<file path="config.mk">
export PLATFORM = sky130hd
export DESIGN_NAME = layer_mem_arbiter
export DESIGN_NICKNAME = d
export VERILOG_FILES = /design/src/rtl/cnn_pkg.sv /design/src/rtl/rr_pick.sv /design/src/rtl/layer_mem_arbiter.sv
export SDC_FILE = /design/constraint.sdc
export NUM_CORES = 1
export LEC_CHECK = 0
export BUFFER_PORTS_ARGS = -buffer_cell sky130_fd_sc_hd__buf_2
export CAP_MARGIN = 30
export CORE_MARGIN = 4
export CORE_UTILIZATION = 45
export DETAILED_ROUTE_END_ITERATION = 16
export PLACE_DENSITY = 0.83
export SKIP_LAST_GASP = 1
export SYNTH_ARGS = -nofsm -noshare
export SYNTH_HDL_FRONTEND = slang
export SYNTH_SLANG_ARGS = --single-unit
</file>
<file path="constraint.sdc">
create_clock -name clk -period 4.4 [get_ports clk]
set_input_delay 0.44 -clock clk [delete_from_list [all_inputs] [get_ports clk]]
set_output_delay 0.44 -clock clk [all_outputs]
set_load 0.01 [all_outputs]
</file>
<file path="src/rtl/cnn_pkg.sv">
// Shared CNN layer-memory constants: port widths, csel encodings, layer depths,
// and the csel/address range check used by the memory arbiter.
package cnn_pkg;

   localparam int AW = 12;
   localparam int DW = 20;
   localparam int SW = 3;

   localparam int L0_DEPTH = 4096;
   localparam int L1_DEPTH = 1024;

   typedef enum logic [SW-1:0] {
      CSEL_NONE  = 3'd0,
      CSEL_L0_K0 = 3'd1,
      CSEL_L0_K1 = 3'd2,
      CSEL_L1_K0 = 3'd3,
      CSEL_L1_K1 = 3'd4,
      CSEL_L2    = 3'd5
   } csel_e;

   // Layer-1 banks are only L1_DEPTH deep; every other valid select spans the full address range.
   function automatic logic csel_range_ok(input logic [SW-1:0] s, input logic [AW-1:0] a);
      logic ok;
      ok = (s != CSEL_NONE) && (s <= CSEL_L2);
      if ((s == CSEL_L1_K0) || (s == CSEL_L1_K1)) ok = ok && (int'(a) < L1_DEPTH);
      return ok;
   endfunction

endpackage

</file>
<file path="src/rtl/rr_pick.sv">
// Combinational round-robin one-hot picker with a lock-owner override.
module rr_pick #(
   parameter int NREQ = 3,
   parameter int PW   = (NREQ > 1) ? $clog2(NREQ) : 1
) (
   input  logic [NREQ-1:0] req,
   input  logic [PW-1:0]   ptr,
   input  logic            force_en,
   input  logic [PW-1:0]   force_idx,
   output logic [NREQ-1:0] gnt
);

   always_comb begin
      int idx;
      // NOTE: every output gets a default first so no latch is inferred.
      gnt = '0;
      idx = 0;
      if (force_en && req[force_idx]) begin
         gnt[force_idx] = 1'b1;
      end else begin
         // Scan starts one past the last winner, so the last winner has lowest priority.
         for (int i = 1; i <= NREQ; i++) begin
            idx = int'(ptr) + i;
            if (idx >= NREQ) idx = idx - NREQ;
            if ((gnt == '0) && req[PW'(idx)]) gnt[PW'(idx)] = 1'b1;
         end
      end
   end

endmodule

</file>
<file path="src/rtl/layer_mem_arbiter.sv">
// Round-robin arbiter sharing the layer-memory port among the CNN engines.
// Optional LMA_RANGE_CHK_EN adds a sticky err output and drops out-of-range accesses.
module layer_mem_arbiter #(
   parameter int NREQ = 3,
   parameter int AW   = cnn_pkg::AW,
   parameter int DW   = cnn_pkg::DW,
   parameter int SW   = cnn_pkg::SW
) (
   input  logic             clk,
   input  logic             reset_n,
   input  logic [NREQ-1:0]    req,
   input  logic [NREQ-1:0]    lock,
   input  logic [NREQ-1:0]    we,
   input  logic [NREQ*SW-1:0] sel,
   input  logic [NREQ*AW-1:0] addr,
   input  logic [NREQ*DW-1:0] wdata,
   output logic [NREQ-1:0]    gnt,
   output logic [NREQ-1:0]    rvalid,
   output logic [DW-1:0]      rdata,
   output logic               idle,
   output logic [SW-1:0]      csel,
   output logic               cwr,
   output logic [AW-1:0]      caddr_wr,
   output logic [DW-1:0]      cdata_wr,
   output logic               crd,
   output logic [AW-1:0]      caddr_rd,
   input  logic [DW-1:0]      cdata_rd
`ifdef LMA_RANGE_CHK_EN
   , output logic             err
`endif
);

   import cnn_pkg::*;

   localparam int PW = (NREQ > 1) ? $clog2(NREQ) : 1;

   logic [PW-1:0]   rr_ptr;
   logic [PW-1:0]   owner;
   logic            owner_vld;
   logic [NREQ-1:0] pick_gnt;
   logic [NREQ-1:0] rd_tag;

   logic            xfer;
   logic            issue;
   logic [PW-1:0]   k;
   logic            k_we;
   logic            k_lock;
   logic [SW-1:0]   k_sel;
   logic [AW-1:0]   k_addr;
   logic [DW-1:0]   k_wdata;

   rr_pick #(.NREQ(NREQ), .PW(PW)) u_pick (
      .req       (req),
      .ptr       (rr_ptr),
      .force_en  (owner_vld),
      .force_idx (owner),
      .gnt       (pick_gnt)
   );

   // Grant is combinational, so it must also be forced low while reset is held.
   assign gnt  = pick_gnt & {NREQ{reset_n}};
   assign xfer = |(req & gnt);

   always_comb begin
      k       = '0;
      k_we    = 1'b0;
      k_lock  = 1'b0;
      k_sel   = '0;
      k_addr  = '0;
      k_wdata = '0;
      for (int i = 0; i < NREQ; i++) begin
         if (gnt[i]) begin
            k       = PW'(i);
            k_we    = we[i];
            k_lock  = lock[i];
            k_sel   = sel[i*SW +: SW];
            k_addr  = addr[i*AW +: AW];
            k_wdata = wdata[i*DW +: DW];
         end
      end
   end

`ifdef LMA_RANGE_CHK_EN
   logic range_bad;
   assign range_bad = xfer & ~csel_range_ok(k_sel, k_addr);
   assign issue     = xfer & ~range_bad;

   always_ff @(posedge clk or negedge reset_n) begin
      if (!reset_n)       err <= 1'b0;
      else if (range_bad) err <= 1'b1;
   end
`else
   assign issue = xfer;
`endif

   // Arbitration state: round-robin pointer and lock owner.
   always_ff @(posedge clk or negedge reset_n) begin
      if (!reset_n) begin
         rr_ptr    <= PW'(NREQ - 1);
         owner     <= '0;
         owner_vld <= 1'b0;
      end else if (xfer) begin
         // NOTE: non-blocking assignments so every register samples pre-edge values.
         rr_ptr    <= k;
         owner     <= k;
         owner_vld <= k_lock;
      end else if (owner_vld && !req[owner]) begin
         owner_vld <= 1'b0;
      end
   end

   // Command stage (t+1) and read-return stage (t+2).
   always_ff @(posedge clk or negedge reset_n) begin
      if (!reset_n) begin
         cwr      <= 1'b0;
         crd      <= 1'b0;
         csel     <= '0;
         caddr_wr <= '0;
         cdata_wr <= '0;
         caddr_rd <= '0;
         rd_tag   <= '0;
         rvalid   <= '0;
         rdata    <= '0;
      end else begin
         cwr <= issue & k_we;
         crd <= issue & ~k_we;
         if (issue) csel <= k_sel;
         if (issue && k_we) begin
            caddr_wr <= k_addr;
            cdata_wr <= k_wdata;
         end
         if (issue && !k_we) begin
            caddr_rd <= k_addr;
            rd_tag   <= gnt;
         end
         rvalid <= crd ? rd_tag : '0;
         if (crd) rdata <= cdata_rd;
      end
   end

   assign idle = ~|req & ~cwr & ~crd & ~|rvalid;

endmodule

</file>
==> results.json, run 1 <==
{
  "outcome": "complete, no violations",
  "dpl.hpwl_um": 8499,
  "cts_setup_buffers": 0,
  "dieArea_sq_um": 10510,
  "yosys_warnings": 0,
  "layout.cells.non_filler": 639,
  "grt_start_max_net_pins": 62,
  "worstHoldEndpoint": "rdata[15]$_DFFE_PN0P_",
  "die_width_um": 102.5,
  "cp_max_fo": 24,
  "cts_root_buffer": "clkbuf_8",
  "cp-end-kind": "output pin",
  "core_area_sq_um": 8721,
  "pre_cts_ws_ns": 0.8386,
  "hold_viol_final": 0,
  "routabilityCongestion": 0.8860,
  "setup_viol": 0,
  "viasPerCell": 5.626,
  "cts_max_path_buffers": 2,
  "start_util": 0.4608,
  "cp_data_required_time_ns": 3.96,
  "post_cts_resized": 0,
  "track_usage": 0.2153,
  "cp_cell_sequence": "inv_1, ha_1, nand2_1, mux2_2, or3b_1, nand4_1, and3_1, buf_4, buf_4, buf_2",
  "r2r_setup_slack_ns": 0.80,
  "drc": 0,
  "layout_setup_ws_ns": 0.6714,
  "min_path_type": "in -> reg",
  "max_slew_margin": 0.4140,
  "finalSetupTns_ns": 0,
  "fin_crit_ns": 3.729,
  "hold_depth": 2,
  "cp-start-kind": "flip-flop",
  "ys_ff_latch": 79,
  "synthToLayoutAreaGrowth_pct": 32.81,
  "fin_crit_sh": 0.8474,
  "drtIter0Drc": 247,
  "die_y_um": 102.5,
  "drt-total-wl_um": 11450,
  "cts_tree": "built",
  "drive_gt1_frac": 0.5612,
  "n_antenna_cell": 0,
  "reg2reg_to": "caddr_wr[3]$_DFFE_PN0P_",
  "grt_pass1_vias": 3622,
  "path_clk_slew_ns": 0.10,
  "wl_per_cell_um": 17.92,
  "grt_setup_unrepaired": "no",
  "fin_worst_skew_ns": 0.01208,
  "portBuffers": 211,
  "hold_buffers": 1,
  "vdd_drop_max_v": 0.0002977,
  "grt_pass1_wl_um": 17720,
  "r2r-start": "rr_ptr[1]$_DFFE_PN1P_",
  "final_core_util": 0.6121,
  "clock-sinks": 79,
  "worstPathArrival_ns": 3.29,
  "syn_inst": 326,
  "num_io_pins": 212,
  "cp_common_cell": "buf_4",
  "syn_area_sq_um": 4019,
  "clkLatencyLatePin_ns": 0.35,
  "fin_total_pwr_uw": 3679,
  "worst_slew_pin_slew_ns": 0.8789,
  "timing.fmax_mhz": 268.2,
  "syn-num-nets": 468,
  "rr_worst_depth": 11,
  "yosysSeqAreaShare": 0.4922,
  "num_rows": 34,
  "drv_cap": 0,
  "synth_cell_types": 49,
  "antenna_found_initial": 0,
  "power_density_nw_per_um2": 689.2,
  "avgSynthCellArea_sq_um": 12.33,
  "antenna_left": 0,
  "dr.pass1.iters": 7,
  "numCtsBuffers": 9,
  "p_leak_uw": 0.002850,
  "post-place-cells": 622,
  "cpMaxStageDelayCell": "dfstp_2",
  "crit_type": "reg -> out",
  "nets": 668,
  "critPathMaxStageDelay_ns": 0.55,
  "vias": 3595,
  "drv_slew": 0,
  "htreeDepth": 3,
  "hold_start": "cdata_rd[15]",
  "grt-ovfl-total": 0
}
## cells by family after synthesis
| kind of cell | share of synthesized area |
|---|---|
| AO/OA/AOI/OAI | 0.2223 |
| flip-flops | 0.4922 |
| multiplexers | 0.1634 |
| buffers and inverters | 0.05012 |
| AND/OR/NAND/NOR | 0.05324 |
| adder cells (fa/ha/maj) | 0.01868 |
## metrics by stage
step / cell area [sq um] / hold WS, ns
6_report: 5338 / 0.3161
5_1_grt: 5338 / 0.2888
2_1_floorplan: 4019 / 0.1444
3_3_place_gp: 5119 / 0.3554
4_1_cts: 5338 / 0.2926
3_5_place_dp: 5119 / 0.3585
## routing by layer
| metal | GRT usage | wire length, um | vias to the layer above |
|---|---|---|---|
| li1 | - | - | 1656 |
| met1 | 0.2823 | 4633 | 1761 |
| met2 | 0.3635 | 5877 | 168 |
| met3 | 0.04465 | 850 | 10 |
| met4 | 0.05853 | 91 | 0 |
| met5 | 0 | 0 | - |
## cell usage in the layout, fill, tap and decap left out, types with 2 or more instances in the layout
cell | netlist | final
clkinvlp_4 | 0 | 2
inv_8 | 0 | 2
nand3b_1 | 3 | 3
o31ai_1 | 20 | 20
a21bo_2 | 2 | 2
a21oi_1 | 2 | 2
dfrtp_1 | 78 | 78
or4_1 | 2 | 2
nand2_1 | 9 | 9
mux2_2 | 33 | 33
o21ai_0 | 25 | 25
inv_1 | 8 | 8
ha_1 | 6 | 6
clkbuf_8 | 0 | 9
a21o_1 | 14 | 14
a22o_1 | 12 | 12
inv_6 | 0 | 2
a221oi_2 | 2 | 2
and2_1 | 6 | 6
buf_2 | 4 | 210
mux2_4 | 17 | 17
mux2i_1 | 3 | 3
nor2b_1 | 2 | 2
buf_4 | 2 | 9
o22ai_1 | 3 | 3
a222oi_1 | 21 | 21
a22oi_1 | 4 | 4
## flip-flops by register name, summed over array words and instances (netlist names)
register	cells
rd_tag	3
rvalid	3
caddr_rd	12
owner	1
owner_vld	1
crd	1
cwr	1
rr_ptr	2
caddr_wr	12
csel	3
cdata_wr	20
rdata	20
## worst max-delay path: cells and delay by family, from the launching register on
family                   cells  cell delay, ns
buffers and inverters        4            0.82
adder cells (fa/ha/maj)      1            0.46
AND/OR/NAND/NOR              4            0.80
multiplexers                 1            0.29
flip-flops                   1            0.55
## synthesized netlist by cell type, drive strengths merged
master | count | share of area
dfrtp | 78 | 0.49
o22ai | 3 | 0.0047
a211o | 1 | 0.0022
a21bo | 2 | 0.0050
dfstp | 1 | 0.0065
o211a | 1 | 0.0025
a221oi | 2 | 0.0075
o221a | 1 | 0.0028
ha | 6 | 0.019
a222oi | 21 | 0.052
or4 | 2 | 0.0037
or3b | 2 | 0.0050
buf | 11 | 0.023
a31oi | 1 | 0.0016
nand3b | 3 | 0.0056
and3b | 1 | 0.0022
nor2 | 2 | 0.0025
a21boi | 1 | 0.0019
a221o | 1 | 0.0025
a21oi | 4 | 0.0069
and4b | 1 | 0.0034
nor3b | 1 | 0.0031
mux2 | 50 | 0.16
o31ai | 20 | 0.037
and2 | 7 | 0.012
o21ai | 25 | 0.031
clkbuf | 20 | 0.019
a21o | 14 | 0.026
a22o | 12 | 0.026
and3 | 1 | 0.0016
nand4 | 1 | 0.0016
a22oi | 4 | 0.0075
nand2b | 1 | 0.0016
nor2b | 2 | 0.0031
mux2i | 3 | 0.0075
a2bb2oi | 1 | 0.0022
inv | 9 | 0.0084
nand2 | 9 | 0.0084
a32oi | 1 | 0.0022
## final cells by class
type / count / area [sq um]
fill: 738 / 3383
clock inverter: 7 / 85.08
tap: 108 / 135.1
clock buffer: 9 / 123.9
sequential: 79 / 1978
multi-input combinational: 207 / 1853
inverter: 9 / 33.78
timing repair buffer: 220 / 1129
## worst max path at each step
stage | from | end | depth (start not counted)
global placement | rr_ptr[1]$_DFFE_PN1P_ | caddr_wr[1]$_DFFE_PN0P_ | 11
detailed placement | rr_ptr[1]$_DFFE_PN1P_ | caddr_wr[1]$_DFFE_PN0P_ | 11
CTS | rr_ptr[1]$_DFFE_PN1P_ | gnt[1] | 10
global route | rr_ptr[1]$_DFFE_PN1P_ | gnt[1] | 10
finish | rr_ptr[1]$_DFFE_PN1P_ | gnt[1] | 10
floorplan | rr_ptr[1]$_DFFE_PN1P_ | caddr_rd[0]$_DFFE_PN0P_ | 13
## where the power goes
group	switching, uW	internal [uW]	leakage (uW)
Sequential	194	1050	0.00103
Clock	298	274	0.000100
Combinational	987	875	0.00171
Total	1480	2200	0.00285
Note: power is estimated with default switching activity, not from simulation.
==> inputs of run 2 (changes only) <==
CORE_UTILIZATION = 41   (was 45)
PLACE_DENSITY = 0.8   (was 0.83)
clock period = 3 ns   (was 4.4 ns; I/O delays follow)
==> run 2 against run 1 <==
The flow now finishes with violations (negative setup slack). Hold slack worse by 0.17 ns. Sequential share of layout area down 1.7 points. Power rose by 55%. Critical path type is now reg -> reg. Critical endpoint is now caddr_wr[2]$_DFFE_PN0P_. Largest power group unchanged.
==> results.json, run 2 (synthesis results as in run 1) <==
{
  "outcome": "finished with violations",
  "failed_checks": "negative setup slack",
  "cp_data_required_time_ns": 3.23,
  "cp_cell_sequence": "inv_4, ha_1, and4b_4, a221oi_4, or3b_1, nand4_1, a32oi_1, a221o_2, nor2_4, buf_12, mux2_2",
  "layout_setup_ws_ns": -0.1121,
  "drv_cap": 0,
  "final_core_util": 0.5971,
  "grt_pass1_wl_um": 18530,
  "fin_total_pwr_uw": 5702,
  "dieArea_sq_um": 11450,
  "portBuffers": 211,
  "cts_max_path_buffers": 2,
  "cp-start-kind": "flip-flop",
  "antenna_found_initial": 1,
  "power_density_nw_per_um2": 1019,
  "core_area_sq_um": 9371,
  "fin_crit_ns": 3.112,
  "drt-total-wl_um": 12080,
  "nets": 683,
  "cp_top_family": "simple AND/OR/NAND/NOR gates",
  "setup_viol": 18,
  "grt-ovfl-total": 0,
  "antenna_left": 0,
  "vias": 3649,
  "cp-end-kind": "flip-flop",
  "pwr-share-seq": 0.320,
  "fin_crit_sh": 1.037,
  "clkPwrFrac": 0.145,
  "critPathMaxStageDelay_ns": 0.58,
  "wl_per_cell_um": 17.89,
  "grt_start_max_net_pins": 59,
  "grt_pass1_vias": 3803,
  "drc": 0,
  "track_usage": 0.2010,
  "vdd_drop_max_v": 0.0004317,
  "grt_setup_unrepaired": "yes",
  "num_rows": 35,
  "drive_gt1_frac": 0.5897,
  "max_slew_margin": 0.4126,
  "p_leak_uw": 0.002958,
  "cts_root_buffer": "clkbuf_8",
  "final_cell_mix": "210 x buf_2, 78 x dfrtp_1, 33 x mux2_2, 25 x o21ai_0, 21 x a222oi_1",
  "cts_tree": "built",
  "whs_ns": 0.1436,
  "cpMaxStageDelayCell": "dfstp_2",
  "n_antenna_cell": 0,
  "post-place-cells": 652,
  "start_util": 0.4288,
  "sw_frac_of_total": 0.3941,
  "numCtsBuffers": 9,
  "p_sw_uw": 2247,
  "worstPathArrival_ns": 3.34,
  "drv_slew": 0,
  "reg.largest.list": "cdata_wr x20, rdata x20",
  "crit_type": "reg -> reg",
  "layout.cells.non_filler": 675,
  "htreeDepth": 3,
  "fin_worst_skew_ns": 0.01093,
  "die_y_um": 107.0,
  "hold_viol_final": 0,
  "dpl.hpwl_um": 8894,
  "routabilityCongestion": 0.8139,
  "cp_max_fo": 14,
  "viasPerCell": 5.406,
  "die_width_um": 107.0,
  "power.internal_uw": 3455,
  "synthToLayoutAreaGrowth_pct": 39.23,
  "drtIter0Drc": 283,
  "clkLatencyLatePin_ns": 0.35,
  "min_path_type": "in -> reg",
  "num_io_pins": 212,
  "path_clk_slew_ns": 0.09,
  "clock-sinks": 79,
  "timing.fmax_mhz": 321.3,
  "finalSetupTns_ns": -1.168,
  "worst_slew_pin_slew_ns": 0.8811,
  "final_common_cell": "buf_2",
  "power_frac_comb": 0.536,
  "cp_num_buf_inv": 2,
  "dr.pass1.iters": 5
}
-- run 2: path summary, 6_finish.rpt --
kind                       depth (start not counted)                  start  slack [ns]                  endpoint
setup / recovery                                  11  rr_ptr[1]$_DFFE_PN1P_       -0.11   caddr_wr[2]$_DFFE_PN0P_
hold / removal                                     2                  we[2]        0.14     rd_tag[2]$_DFFE_PN0P_
setup reg to reg                                  11  rr_ptr[1]$_DFFE_PN1P_       -0.11   caddr_wr[2]$_DFFE_PN0P_
hold reg to reg                                    2    csel[2]$_DFFE_PN0P_        0.49       csel[2]$_DFFE_PN0P_
max in group asynchronous                          3                reset_n        1.55  caddr_wr[11]$_DFFE_PN0P_
min in group asynchronous                          2                reset_n        0.42  cdata_wr[11]$_DFFE_PN0P_
-- run 2: cell type report --
type	count	area [sq um]
sequential	79	1978
clock buffer	9	123.9
fill	824	3776
multi-input combinational	208	1912
tap	129	161.4
timing repair buffer	234	1304
clock inverter	7	80.08
inverter	9	36.28
-- run 2: per-layer routing --
metal  up-vias  GRT usage  part of all wire  routed length, um
li1       1686          -                 -                  -
met1      1786     0.2284              0.37               4448
met2       157     0.3759              0.55               6583
met3        18    0.03432             0.070                848
met4         2    0.07215             0.016                191
met5         -          0           0.00058                  7
-- run 2: per-stage QoR --
stage	area [sq um]	worst slack, ns
after global placement	5284	-0.006982
after detailed placement	5284	-0.1193
after global routing	5595	-0.2161
after CTS	5545	-0.1077
final	5595	-0.1121
after floorplan	4058	-0.07589
-- run 2: power groups by stage --
stage	Sequential [uW]	Clock [uW]	Combinational, uW
after detailed placement	1840	0	2940
after floorplan	2010	0	1680
final	1820	825	3050
after global routing	1890	888	3300
after CTS	1830	850	3020
after global placement	1820	0	2840
-- run 2: what timing repair did --
item | in CTS | in global routing
setup buffers | 3 | 1
gates resized for setup | 5 | 6
setup endpoints to repair | 47 | 55
cloned | 1 | 1
endpoints found under the hold margin | 20 | 0
pin swaps | 4 | 2
hold buffers | 1 | 0
